<file path="src/rtl/conv_window_buffer.sv">
// ---------------------------------------------------------------------------
// conv_window_buffer
//
// Sliding-window generator that feeds the 3x3 convolution multiplier. It takes
// a raster-order pixel stream and keeps KERNEL_SIZE-1 line buffers plus a
// KERNEL_SIZE x KERNEL_SIZE window register. Every window that lies fully
// inside the image is presented as one flat vector on shift_out.
//
// Optional feature: define CONV_WINDOW_FRAME_DONE_EN to add the frame_done
// output. It is a one-cycle pulse that coincides with the last window of a
// frame.
//
// Ports:
//   clk        in   clock; all logic is on the rising edge
//   rst_n      in   asynchronous active-low reset
//   in_valid   in   pixel_in is valid
//   in_sof     in   start of frame; only meaningful when in_valid is high
//   pixel_in   in   [BITS-1:0] input pixel
//   in_ready   out  the block accepts a pixel this cycle
//   out_valid  out  shift_out holds a complete window
//   out_ready  in   the consumer takes the window
//   shift_out  out  [K*K*BITS-1:0] window. Element i = r*K + c is at
//                   bits [i*BITS +: BITS]. r=0 is the oldest (top) row and
//                   c=0 is the oldest (leftmost) column.
//   frame_done out  (CONV_WINDOW_FRAME_DONE_EN only) last-window pulse
// ---------------------------------------------------------------------------
module conv_window_buffer #(
    parameter int BITS        = 32,
    parameter int KERNEL_SIZE = 3,
    parameter int IMG_WIDTH   = 8,
    parameter int IMG_HEIGHT  = 8
) (
    input  logic                                  clk,
    input  logic                                  rst_n,
    input  logic                                  in_valid,
    input  logic                                  in_sof,
    input  logic [BITS-1:0]                       pixel_in,
    output logic                                  in_ready,
    output logic                                  out_valid,
    input  logic                                  out_ready,
    output logic [KERNEL_SIZE*KERNEL_SIZE*BITS-1:0] shift_out
`ifdef CONV_WINDOW_FRAME_DONE_EN
    ,
    output logic                                  frame_done
`endif
);

    localparam int CW = (IMG_WIDTH  > 1) ? $clog2(IMG_WIDTH)  : 1;
    localparam int RW = (IMG_HEIGHT > 1) ? $clog2(IMG_HEIGHT) : 1;

    localparam logic [CW-1:0] LAST_COL      = CW'(IMG_WIDTH - 1);
    localparam logic [RW-1:0] LAST_ROW      = RW'(IMG_HEIGHT - 1);
    localparam logic [CW-1:0] FIRST_WIN_COL = CW'(KERNEL_SIZE - 1);
    localparam logic [RW-1:0] FIRST_WIN_ROW = RW'(KERNEL_SIZE - 1);

    logic [CW-1:0] col_reg, col_next, eff_col;
    logic [RW-1:0] row_reg, row_next, eff_row;
    logic          out_valid_reg;
    logic          accept;
    logic          qualify;
    logic          last_col;
    logic          last_row;

    // A single output register stage: a new pixel may enter whenever the
    // current window is empty or is being consumed in this same cycle.
    assign in_ready  = !out_valid_reg || out_ready;
    assign out_valid = out_valid_reg;
    assign accept    = in_valid && in_ready;

    // in_sof forces the incoming pixel to position (0,0) whatever the
    // counters say, so the line-buffer address and the window gating both use
    // this effective position.
    assign eff_col  = in_sof ? '0 : col_reg;
    assign eff_row  = in_sof ? '0 : row_reg;
    assign last_col = (eff_col == LAST_COL);
    assign last_row = (eff_row == LAST_ROW);
    assign qualify  = (eff_row >= FIRST_WIN_ROW) && (eff_col >= FIRST_WIN_COL);

    always_comb begin
        col_next = col_reg;
        row_next = row_reg;
        if (accept) begin
            if (last_col) begin
                col_next = '0;
                row_next = last_row ? '0 : eff_row + 1'b1;
            end else begin
                col_next = eff_col + 1'b1;
                row_next = eff_row;
            end
        end
    end

    always_ff @(posedge clk or negedge rst_n) begin
        if (!rst_n) begin
            col_reg       <= '0;
            row_reg       <= '0;
            out_valid_reg <= 1'b0;
        end else begin
            col_reg <= col_next;
            row_reg <= row_next;
            if (accept) begin
                out_valid_reg <= qualify;
            end else if (out_ready) begin
                out_valid_reg <= 1'b0;
            end
        end
    end

    // -----------------------------------------------------------------------
    // Line buffers. g_line[j] holds the row that is j+1 rows above the
    // incoming pixel. They shift down as a column: buffer 0 takes the new
    // pixel and buffer j takes the old contents of buffer j-1 at the same
    // column. The read is asynchronous because the value has to enter the
    // window in the same cycle as the accept. The contents are not reset.
    // Row gating keeps stale data from ever reaching a valid window.
    // -----------------------------------------------------------------------
    genvar gi;
    genvar gc;

    for (gi = 0; gi < KERNEL_SIZE - 1; gi++) begin : g_line
        logic [BITS-1:0] mem [IMG_WIDTH];
        logic [BITS-1:0] wr_data;
        logic [BITS-1:0] rd_data;

        if (gi == 0) begin : g_first
            assign wr_data = pixel_in;
        end else begin : g_chain
            assign wr_data = g_line[gi-1].rd_data;
        end

        assign rd_data = mem[eff_col];

        always_ff @(posedge clk) begin
            if (accept) begin
                mem[eff_col] <= wr_data;
            end
        end
    end

    // -----------------------------------------------------------------------
    // Window register. Each row shifts left by one column on accept. The new
    // right-hand column comes from pixel_in for the bottom row, and from the
    // line buffer that holds the matching older row for the other rows.
    // -----------------------------------------------------------------------
    for (gi = 0; gi < KERNEL_SIZE; gi++) begin : g_row
        logic [BITS-1:0] col_in;

        if (gi == KERNEL_SIZE - 1) begin : g_bottom
            assign col_in = pixel_in;
        end else begin : g_upper
            assign col_in = g_line[KERNEL_SIZE-2-gi].rd_data;
        end

        for (gc = 0; gc < KERNEL_SIZE; gc++) begin : g_col
            logic [BITS-1:0] cell_reg;
            logic [BITS-1:0] shift_src;

            if (gc == KERNEL_SIZE - 1) begin : g_right
                assign shift_src = col_in;
            end else begin : g_left
                assign shift_src = g_row[gi].g_col[gc+1].cell_reg;
            end

            always_ff @(posedge clk or negedge rst_n) begin
                if (!rst_n) begin
                    cell_reg <= '0;
                end else if (accept) begin
                    cell_reg <= shift_src;
                end
            end

            // Only an accept changes the window, and an accept cannot occur
            // while a window waits under backpressure. The window register
            // can therefore drive the output directly.
            assign shift_out[(gi*KERNEL_SIZE+gc)*BITS +: BITS] = cell_reg;
        end
    end

`ifdef CONV_WINDOW_FRAME_DONE_EN
    logic frame_done_reg;

    always_ff @(posedge clk or negedge rst_n) begin
        if (!rst_n) begin
            frame_done_reg <= 1'b0;
        end else begin
            frame_done_reg <= accept && last_col && last_row;
        end
    end

    assign frame_done = frame_done_reg;
`endif

endmodule

</file>
<file path="config.mk">
export PLATFORM = sky130hd
export DESIGN_NAME = conv_window_buffer
export DESIGN_NICKNAME = d
export VERILOG_FILES = /design/src/rtl/conv_window_buffer.sv
export SDC_FILE = /design/constraint.sdc
export NUM_CORES = 1
export LEC_CHECK = 0
export ABC_CLOCK_PERIOD_IN_PS = 6200
export CAP_MARGIN = 20
export CORE_ASPECT_RATIO = 0.8
export CORE_MARGIN = 1
export CORE_UTILIZATION = 51
export DETAILED_ROUTE_END_ITERATION = 10
export GPL_ROUTABILITY_DRIVEN = 0
export PLACE_DENSITY = 0.76
export SETUP_SLACK_MARGIN = 0.05
export SYNTH_ARGS = -nofsm -noshare
export SYNTH_HDL_FRONTEND = slang
export SYNTH_SLANG_ARGS = --single-unit
</file>
<file path="constraint.sdc">
create_clock -name clk -period 6.2 [get_ports clk]
set_clock_uncertainty 0.15 [all_clocks]
set_input_delay 1.55 -clock clk [delete_from_list [all_inputs] [get_ports clk]]
set_output_delay 1.55 -clock clk [all_outputs]
set_load 0.03 [all_outputs]
</file>
## Word-level counts from Yosys, hierarchy flattened

Memories as Yosys holds them, arrays and structs flattened. A register that Yosys moved wholly into a read port is not among the register bits.
Cells that the tools add are included.

| storage, ports and cells | value |
|---|---|
| bits in registers | 263 |
| bits in latches | 0 |
| bits in writable memories | 512 |
| bits in read-only memories | 0 |
| bits of input ports | 37 |
| output and inout port bits | 290 |
| word-level logic and storage cells | 34 |
| memories | 2 |

Memory list:

| memory | words | bits a word | read ports | clocked after Yosys merged registers in | write ports | line | RTL |
|---|---|---|---|---|---|---|---|
| g_line[0].mem | 8 | 32 | 1 | 0 | 1 | 121 | `logic [BITS-1:0] mem [IMG_WIDTH];` |
| g_line[1].mem | 8 | 32 | 1 | 1 | 1 | 121 |  |

| cells by class | value |
|---|---|
| add/subtract/negate cells | 2 |
| multiply operators | 0 |
| divide/modulo/power cells | 0 |
| magnitude comparators | 2 |
| equal/unequal tests | 2 |
| shift-type cells | 0 |
| multiplexer cells | 9 |
| bitwise gates (word level) | 0 |
| reduce and logical (&&, ||, !) cells | 6 |

Operator list:

| kind | count |
|---|---|
| $mux 3 | 5 |
| $add 3x1->3 const B | 2 |
| $eq 3x3->1 const B | 2 |
| $ge 3x2->1 const B | 2 |
| $mux 1 | 4 |
| $logic_and 1x1->1 | 2 |
| $logic_not 1->1 | 2 |
| $reduce_bool 2->1 | 1 |
| $logic_or 1x1->1 | 1 |

## Logic depth before layout (Yosys ltp)

| logic depth | value |
|---|---|
| depth in word-level cells | 5 |
| depth in mapped cells | 9 |
| gate-level depth less buffers | 6 |

## Least setup slack after synthesis

Ideal clock, no wire load.

| path | value |
|---|---|
| kind | input to register |
| from | in in_sof |
| to | mem g_line[0].mem[4][0] (enable) |
| library setup time | 565 ps |
| data arrival time | 6736 ps |
| required time | 5485 ps |
| slack | -1251 ps |
| stages on the path | 5 |
| buffers on the path | 3 |
| path through | buf_6 -> or3b_1 -> buf_2 -> buf_6 -> nor3_1 |

| on the way | value |
|---|---|
| word-level cells in the longest chain between the ends | 1 |

RTL lines:

| what | line | RTL |
|---|---|---|
| from (decl) | 36 | `input logic in_sof,` |
| $mux 3 | 73 | `assign eff_col = in_sof ? '0 : col_reg;` |
| to (decl) | 121 |  |

No other way between the ends.

## Final worst setup path

| path | value |
|---|---|
| from | in out_ready |
| to | out in_ready |

| on the way | value |
|---|---|
| word-level cells in the longest chain between the ends | 1 |

RTL lines:

| what | line | RTL |
|---|---|---|
| from (decl) | 40 | `input logic out_ready,` |
| $logic_or 1x1->1 | 66 | `assign in_ready = !out_valid_reg \|\| out_ready;` |
| to (decl) | 38 | `output logic in_ready,` |

No other way between the ends.

==> metrics <==
status=finished clean; Pre-antenna DRT Iters=7; Worst setup SP type=input pin; hold_buf cts=0; Critical Path Fanout Max=5; Netlist cell types=38; PnR worst setup slack=1492 ps; post-route ant nets=0; P&R area growth vs syn=21.29%; via count=19,570; Die Width=279.7 um; Post-Syn Area=31,470 um2; largest net degree at the start of global routing=129; syn_area_per_cell=13.60 um2; H-tree depth=3; clock-pin slew on the worst setup and hold paths=60 ps; critical path class=input pin to output pin; Wirelength per Cell=21.56 um; die area=62,710 um2; Cells after Synth=2,313; syn nets=2,353; Resized cells post-CTS=0; r2r startpoint=col_reg[0]; Ports=327; DRT Wirelength=75,840 um; TNS Setup=0 ps; sequential area share after synthesis=0.7232; Port-buffer cells=326; setup bufs post-CTS=0; hold wc startpoint=g_row[0].g_col[0].cell_reg[28]; placed insts=3,367; Worst EP arrival=3010 ps; max reg flops=512; Initial DRC Count=1,697; Hold Path End=g_row[0].g_col[0].cell_reg[28]; P_leak=15.12 nW; maximum vdd ir drop=215.1 uV; Max transition margin=0.2291; final hold vios=0; fin crit period=4708 ps; # DRC=0; crit end category=output pin; CP Data Required Time=4500 ps; hold depth=2; Max Slew Vio Count=0; first-pass GRT wire length=115,400 um; Non-Filler Instances=3,517; worst skew pair latency=640 ps; drt via density=5.563; PD cells=364.9 nW/um2; Core Box Area=61,010 um2; overall die height=224.2 um; DP HPWL=44,140 um; share of the synthesized area in the top cell type=0.4886; GRT Overall Usage=0.2419; Max-Cap Viols=0; Tightest Pin Transition=1144 ps; fmax=0.2124 GHz; number of global-route vias before repair=19,570; reg-to-reg critical path endpoint=g_line[1].mem[5][2]; Synth Register Bits=807; Longest Clk Path Bufs=3; Final nets=2,660; root buffer cell=clkbuf_16; CTS Buf Count=79; YS warnings=0; number of flops mapped to enable cells by yosys=512; initial antenna violation count=0; Hold Crit Class=register to register; Setup WS pre-CTS=1459 ps; CTS Sinks=807; RSZ-0062 raised after global routing=no; fin crit share=0.7593; Register-to-Register Path Depth=4; num rows=81; Inserted Diodes=0; placed instance area=35,530 um2; Final setup viols=0; Initial Util=0.5158; final instance area=38,170 um2; Area contributors post-synth=edfxtp_1 (49%), dfrtp_1 (23%), nand2_1 (8.9%); CTS tree=yes; asr flop ratio synth=0.3656; setup slack, reg-to-reg=2540 ps; GRT overflow=0; ys flop type=edfxtp_1; Yosys top cell by area=edfxtp_1; proportion of layout cells with a drive suffix above 1=0.1202
-- cells by family (layout without fill, tap and decap cells) --
| group | Yosys count | count (layout) | share of synthesized area |
|---|---|---|---|
| DFF | 807 | 807 | 0.7232 |
| AOI/OAI and AO/OA | 361 | 361 | 0.08950 |
| and+or+nand+nor | 803 | 803 | 0.09781 |
| buffers and inverters | 145 | 519 | 0.02406 |
| muxes | 194 | 194 | 0.06425 |
| adders and majority gates | 3 | 3 | 0.001193 |
-- per-stage QoR --
stage | hold slack, ps | power (W) | util
after floorplan | 324.8 | 0.008084 | -
after CTS | 327.5 | 0.01402 | 0.6252
after global placement | 305.8 | 0.009128 | 0.5823
after detailed placement | 311.6 | 0.009207 | 0.5823
after global routing | 340.3 | 0.01441 | 0.6256
final | 321.0 | 0.01393 | 0.6256
-- routing by layer --
layer | global-route usage | part of all wire
met3 | 0.06049 | 0.087
met5 | 0 | 0
met1 | 0.3421 | 0.43
met2 | 0.3761 | 0.46
met4 | 0.06311 | 0.020
-- report_power, final --
part / internal, W / total [W] / switching, W
logic: 0.000907 / 0.00251 / 0.00160
registers: 0.00627 / 0.00661 / 0.000336
clock network: 0.00279 / 0.00481 / 0.00203
total: 0.00997 / 0.0139 / 0.00396
-- cells in the mapped netlist (5+ instances only) --
master / count
buf_2: 35
buf_4: 19
mux2_1: 18
nor2_1: 35
buf_6: 13
o21ai_1: 22
o32a_1: 32
clkbuf_1: 71
dfrtp_1: 295
mux2_2: 46
mux2i_1: 130
a221oi_2: 31
nor3_1: 8
nand2_1: 744
o21a_1: 32
a21oi_1: 66
a21oi_2: 32
o21ai_0: 78
buf_1: 5
edfxtp_1: 512
a22oi_1: 32
o22ai_2: 32
-- worst max path at each step --
stage               from                   to  slack [ps]  depth (start not counted)
2_1_floorplan     in_sof  g_line[0].mem[4][0]       -1250                          5
3_3_place_gp   out_ready  g_line[0].mem[1][6]        1440                          5
3_5_place_dp   out_ready  g_line[0].mem[1][6]        1460                          5
4_1_cts        out_ready             in_ready        1480                          3
5_1_grt        out_ready             in_ready        1440                          3
6_report       out_ready             in_ready        1490                          3
-- cell type report --
cell class	instances	area (um2)
Sequential cell	807	22760
Multi-Input combinational cell	1361	8048
Tap cell	830	1039
Inverter	2	7.507
Clock buffer	109	2225
Timing Repair Buffer	369	3694
Clock inverter	39	395.4
Fill cell	4446	22840
-- layout by cell type, fill, tap and decap left out, types with 31 or more instances in the layout --
cell and instances:
mux2_2 46, clkbuf_16 83, o21a_1 32, o22ai_2 32, a21oi_2 32, o32a_1 32, mux2i_1 130, clkdlybuf4s50_1 324
buf_4 33, o21ai_0 78, edfxtp_1 512, dfrtp_1 294, nand2_1 743, nor2_1 35, a22oi_1 32, a21oi_1 66
a221oi_2 31
-- critical path, stage by stage --
cell	delay, ps
clkdlybuf4s50_1	460
nand2b_1	270
clkdlybuf4s50_1	730
Power figures use the tool's default switching activity.
